===== src/rtl/control_pkg.sv =====
// Shared encodings for the multicycle controller: states, instruction fields,
// ALU operation codes and datapath mux select values.
package control_pkg;

    // Controller states; the numeric values are visible on state_o.
    typedef enum logic [3:0] {
        StFetch    = 4'd0,
        StDecode   = 4'd1,
        StMemAdr   = 4'd2,
        StMemRead  = 4'd3,
        StMemWb    = 4'd4,
        StMemWrite = 4'd5,
        StExecR    = 4'd6,
        StExecI    = 4'd7,
        StAluWb    = 4'd8,
        StBranch   = 4'd9
    } state_e;

    // instr[27:26]
    localparam logic [1:0] OP_DP  = 2'b00;
    localparam logic [1:0] OP_MEM = 2'b01;
    localparam logic [1:0] OP_BR  = 2'b10;

    // Data-processing cmd field, instr[24:21]
    localparam logic [3:0] CMD_ADD = 4'b0100;
    localparam logic [3:0] CMD_SUB = 4'b0010;
    localparam logic [3:0] CMD_AND = 4'b0000;
    localparam logic [3:0] CMD_ORR = 4'b1100;
    localparam logic [3:0] CMD_CMP = 4'b1010;

    // alu_control_o
    localparam logic [1:0] ALU_ADD = 2'b00;
    localparam logic [1:0] ALU_SUB = 2'b01;
    localparam logic [1:0] ALU_AND = 2'b10;
    localparam logic [1:0] ALU_ORR = 2'b11;

    // alu_src_b_o
    localparam logic [1:0] SRC_B_RM   = 2'b00;
    localparam logic [1:0] SRC_B_IMM  = 2'b01;
    localparam logic [1:0] SRC_B_FOUR = 2'b10;

    // result_src_o
    localparam logic [1:0] RES_ALUOUT = 2'b00;
    localparam logic [1:0] RES_RDATA  = 2'b01;
    localparam logic [1:0] RES_ALU    = 2'b10;

    // True in the two states where the ALU performs the decoded operation.
    function automatic logic is_exec_state(state_e st);
        return (st == StExecR) || (st == StExecI);
    endfunction

endpackage


===== src/rtl/alu_decoder.sv =====
// ALU decoder: maps the data-processing cmd and S bit to the ALU operation,
// the flag-write requests and whether the result write-back is suppressed.
module alu_decoder
    import control_pkg::*;
(
    input  logic [3:0] cmd,
    input  logic       s,
    input  logic       exec,
    output logic [1:0] alu_control,
    output logic [1:0] flag_write,
    output logic       suppress_write
);

    logic [1:0] op;
    logic       set_nz;
    logic       arith;

    // Decode cmd; CMP behaves as SUBS without a write, unknown cmds do nothing.
    always_comb begin
        op             = ALU_ADD;
        set_nz         = 1'b0;
        arith          = 1'b0;
        suppress_write = 1'b1;
        case (cmd)
            CMD_ADD: begin
                op             = ALU_ADD;
                set_nz         = s;
                arith          = 1'b1;
                suppress_write = 1'b0;
            end
            CMD_SUB: begin
                op             = ALU_SUB;
                set_nz         = s;
                arith          = 1'b1;
                suppress_write = 1'b0;
            end
            CMD_AND: begin
                op             = ALU_AND;
                set_nz         = s;
                suppress_write = 1'b0;
            end
            CMD_ORR: begin
                op             = ALU_ORR;
                set_nz         = s;
                suppress_write = 1'b0;
            end
            CMD_CMP: begin
                op             = ALU_SUB;
                set_nz         = 1'b1;
                arith          = 1'b1;
            end
            default: begin
                op             = ALU_ADD;
                set_nz         = 1'b0;
                arith          = 1'b0;
                suppress_write = 1'b1;
            end
        endcase
    end

    // Outside execute the ALU is used for PC/address arithmetic: plain ADD, no flags.
    always_comb begin
        alu_control = ALU_ADD;
        flag_write  = 2'b00;
        if (exec) begin
            alu_control = op;
            flag_write  = {set_nz, set_nz & arith};
        end
    end

endmodule


===== src/rtl/control_fsm.sv =====
// Multicycle main controller: sequences fetch/decode/execute/writeback and
// drives the datapath selects plus the unconditioned write/PC requests.
module control_fsm
    import control_pkg::*;
(
    input  logic       clk_i,
    input  logic       rst_i,
    input  logic [1:0] op_i,
    input  logic [5:0] funct_i,
    input  logic [3:0] rd_i,
    input  logic       mem_ready_i,
    output logic       ir_write_o,
    output logic       next_pc_o,
    output logic       adr_src_o,
    output logic       alu_src_a_o,
    output logic [1:0] alu_src_b_o,
    output logic [1:0] result_src_o,
    output logic [1:0] alu_control_o,
    output logic [1:0] flag_write_o,
    output logic       reg_write_o,
    output logic       mem_write_o,
    output logic       pcs_o,
    output logic [3:0] state_o
);

    state_e state_q;
    logic   suppress_write;
    logic   fetch_done;

    alu_decoder u_alu_decoder (
        .cmd            (funct_i[4:1]),
        .s              (funct_i[0]),
        .exec           (is_exec_state(state_q)),
        .alu_control    (alu_control_o),
        .flag_write     (flag_write_o),
        .suppress_write (suppress_write)
    );

    // State register and transitions; reset aborts any instruction in flight.
    always_ff @(posedge clk_i or negedge rst_i) begin
        if (!rst_i) begin
            state_q <= StFetch;
        end else begin
            case (state_q)
                StFetch:    if (mem_ready_i) state_q <= StDecode;
                StDecode: begin
                    case (op_i)
                        OP_MEM:  state_q <= StMemAdr;
                        OP_DP:   state_q <= funct_i[5] ? StExecI : StExecR;
                        OP_BR:   state_q <= StBranch;
                        default: state_q <= StFetch;
                    endcase
                end
                StMemAdr:   state_q <= funct_i[0] ? StMemRead : StMemWrite;
                StMemRead:  if (mem_ready_i) state_q <= StMemWb;
                StMemWrite: if (mem_ready_i) state_q <= StFetch;
                StExecR,
                StExecI:    state_q <= StAluWb;
                default:    state_q <= StFetch;
            endcase
        end
    end

    // Fetch completion is gated by reset so nothing loads while reset is held.
    assign fetch_done = mem_ready_i & rst_i;

    // Moore output decode; only the fetch handshake looks at mem_ready_i.
    always_comb begin
        ir_write_o   = 1'b0;
        next_pc_o    = 1'b0;
        adr_src_o    = 1'b0;
        alu_src_a_o  = 1'b0;
        alu_src_b_o  = SRC_B_RM;
        result_src_o = RES_ALUOUT;
        reg_write_o  = 1'b0;
        mem_write_o  = 1'b0;
        pcs_o        = 1'b0;
        case (state_q)
            StFetch: begin
                ir_write_o   = fetch_done;
                next_pc_o    = fetch_done;
                alu_src_a_o  = 1'b1;
                alu_src_b_o  = SRC_B_FOUR;
                result_src_o = RES_ALU;
            end
            StDecode: begin
                alu_src_a_o  = 1'b1;
                alu_src_b_o  = SRC_B_FOUR;
                result_src_o = RES_ALU;
            end
            StMemAdr:   alu_src_b_o = SRC_B_IMM;
            StMemRead:  adr_src_o = 1'b1;
            StMemWb: begin
                result_src_o = RES_RDATA;
                reg_write_o  = 1'b1;
            end
            StMemWrite: begin
                adr_src_o   = 1'b1;
                mem_write_o = 1'b1;
            end
            StExecR:    alu_src_b_o = SRC_B_RM;
            StExecI:    alu_src_b_o = SRC_B_IMM;
            StAluWb:    reg_write_o = ~suppress_write;
            StBranch: begin
                alu_src_b_o  = SRC_B_IMM;
                result_src_o = RES_ALU;
                pcs_o        = 1'b1;
            end
            default: ;
        endcase
        // A register write to R15 redirects the PC.
        if ((state_q == StMemWb || state_q == StAluWb) && reg_write_o && rd_i == 4'd15) begin
            pcs_o = 1'b1;
        end
    end

    assign state_o = state_q;

endmodule


===== config.mk =====
export PLATFORM = sky130hd
export DESIGN_NAME = control_fsm
export DESIGN_NICKNAME = d
export VERILOG_FILES = /design/src/rtl/control_pkg.sv /design/src/rtl/alu_decoder.sv /design/src/rtl/control_fsm.sv
export SDC_FILE = /design/constraint.sdc
export NUM_CORES = 1
export LEC_CHECK = 0
export ABC_AREA = 1
export CAP_MARGIN = 40
export CORE_MARGIN = 2
export CORE_UTILIZATION = 33
export CTS_CLUSTER_DIAMETER = 150
export DETAILED_ROUTE_END_ITERATION = 8
export GPL_TIMING_DRIVEN = 0
export PLACE_DENSITY = 0.74
export SYNTH_ARGS = -nofsm -noshare
export SYNTH_HDL_FRONTEND = slang
export SYNTH_SLANG_ARGS = --single-unit

===== constraint.sdc =====
create_clock -name clk_i -period 1.35 [get_ports clk_i]
set_input_delay 0.27 -clock clk_i [delete_from_list [all_inputs] [get_ports clk_i]]
set_output_delay 0.27 -clock clk_i [all_outputs]
set_load 0.01 [all_outputs]

==> reports/results.ini <==
[synth]
synthFlopType = dfrtp_1
yosysSeqAreaShare = 0.213
synth_area_leaders = nand2_1 22%, dfrtp_1 21%, inv_1 8.8%
ys_seq_elements = 4
synthCells = 82
yosys_warnings = 0
synth_fp_nets = 97
async_flop_share = 1.00
yosysTopAreaCell = nand2_1
synth_area_um2 = 469
avgSynthCellArea_um2 = 5.72
synth_top_area_share = 0.216
synth_edf_count = 0
synth.distinct_cells = 21

[setup_path]
required_ps = 1080
crit_type = reg -> out
cp-end-kind = primary output
crit_arrival_ps = 1380
crit_path_start_kind = flip-flop
crit_fanout = 3

[timing]
worst_pin_slew_ps = 277
hold_viol = 0
finalSetupViolCount = 18
drv_slew = 0
min_period_ps = 1650
finalHoldWorstSlack_ps = 527
max_freq_mhz = 608
setup_ws_ps = -296
fin_crit_sh = 1.22
rsz0062_at_grt = true
relSlewSlack = 0.814
fin_skew_ps = 5.05

[final_layout]
layout-drive-gt1-share = 0.556
num-nets-final = 150
num_antenna_cells = 0
synthToLayoutAreaGrowth_pct = 118
largest_reg_flops = 4

[power]
ir_drop_v = 0.00173
power_density_nw_per_um2 = 2020
finalPower_w = 0.00207
p_leak_nw = 0.560

[drt]
drtIter0Drc = 15
vias = 726
wl_per_cell_um = 12.4
drc_errors = 0
viasPerCell = 4.91
drt_first_pass_iters = 4
antenna_left = 0
wl_um = 1840

[clock_network]
cts.clk_slew.worst_paths_ps = 40
cts.sinks = 4
cts_max_level = 1
cts_tree = done
cts_max_path_buffers = 2
cts-root-buf = clkbuf_4
clkLatencyLatePin_ps = 240
numCtsBuffers = 3

[grt]
grt.total_usage = 0.228
antenna_found_initial = 0
grt_pass1_vias = 659
overflow = 0
grt_pass1_wl_um = 2950
grt_max_degree = 7

[floorplanning]
num_io_pins = 34
start_util = 0.356
die_w_um = 41.7
die_h_um = 41.7
core.rowCount = 13
die_area_um2 = 1740
coreArea_um2 = 1320

[placement]
port_buffers = 33
hpwl_um = 1160
globalplace.congestion = 0.841

[run_status]
status = finished with violations
violations = negative setup slack

[worst_hold_path]
hold_path.class = in -> async

[job]
maxCapViolCount = 0

per-stage QoR:
| stage | setup slack [ps] | TNS, ps | cell area, um^2 | instances | utilization |
|---|---|---|---|---|---|
| 3_3_place_gp | -806 | -7600 | 828 | 130 | 0.629 |
| 3_5_place_dp | -825 | -7810 | 828 | 130 | 0.629 |
| 5_1_grt | -358 | -4120 | 1020 | 148 | 0.778 |
| 4_1_cts | -250 | -2460 | 971 | 147 | 0.737 |
| 6_report | -296 | -3060 | 1020 | 148 | 0.778 |
| 2_1_floorplan | 42.1 | 0 | 479 | 82 | - |
layer usage:
layer  global-route usage  routed length, um  vias up
met5                    0                  0        -
met4                0.116                 17        0
met3               0.0696                109        3
met2                0.381                932       27
met1                0.260                779      330
li1                     -                  -      366
final timing paths:
kind	to	depth (start not counted)	startpoint	slack (ps)
setup / recovery	alu_src_b_o[0]	5	state_o[2]	-300
hold / removal	state_o[2]	2	rst_i	530
setup reg to reg	state_o[2]	9	state_o[2]	-50
hold reg to reg	state_o[3]	3	state_o[1]	730
max in group asynchronous	state_o[0]	2	rst_i	630
min in group clk_i	state_o[3]	3	op_i[1]	720
cell usage in the layout (no fill, tap or decap), types with 2 or more instances in the layout:
| cell | instances |
|---|---|
| clkbuf_2 | 2 |
| nand3_2 | 6 |
| nand2_1 | 22 |
| inv_2 | 7 |
| nor2_2 | 4 |
| nand2_2 | 6 |
| dfrtp_2 | 3 |
| a21oi_2 | 2 |
| buf_4 | 11 |
| dlygate4sd2_1 | 5 |
| clkdlybuf4s50_1 | 9 |
| buf_6 | 10 |
| clkdlybuf4s15_1 | 2 |
| nor2_4 | 4 |
| clkbuf_4 | 3 |
| nand2_4 | 3 |
| buf_2 | 9 |
| o21ai_0 | 2 |
| inv_1 | 7 |
| nor2_1 | 3 |
where the power goes:
part           internal (W)  switching [W]
combinational      0.000818       0.000856
sequential         0.000179      0.0000685
clock             0.0000996      0.0000518
total               0.00110       0.000977
kinds of logic after synthesis:
family | count (synthesis) | share of synthesized area
flops | 4 | 0.213
simple gates | 51 | 0.504
buf+inv | 16 | 0.136
compound gates | 11 | 0.147
synth_stat cells (2+ instances only):
| library cell | number |
|---|---|
| o21ai_0 | 2 |
| nand3_1 | 6 |
| nand2_1 | 27 |
| dfrtp_1 | 4 |
| a21oi_1 | 2 |
| inv_1 | 11 |
| inv_2 | 4 |
| nor2_1 | 8 |
| o21ai_1 | 2 |
| nand2_2 | 4 |
| nor2_2 | 2 |
cell type report:
type                       count  area [um^2]
sequential                     4          104
tap                           15         18.8
fill                         115          293
buffer                         1         7.51
clock buffer                   3         22.5
inverter                      15         61.3
multi-input combinational     62          404
timing repair buffer          48          407
what timing repair did:
action / 4_1_cts / 5_1_grt
hold endpoints to repair: 4 / 0
buffers inserted: 13 / 1
hold buffers: 1 / 0
setup endpoints to repair: 19 / 20
pin swaps: 13 / 7
resized for setup: 98 / 20
critical path, cell delays in order, from the launching register on:
cell and delay, ps:
dfrtp_1 420, nor2_4 160, buf_6 130, inv_2 40, o311ai_2 210, buf_2 180
Power figures use the tool's default switching activity.
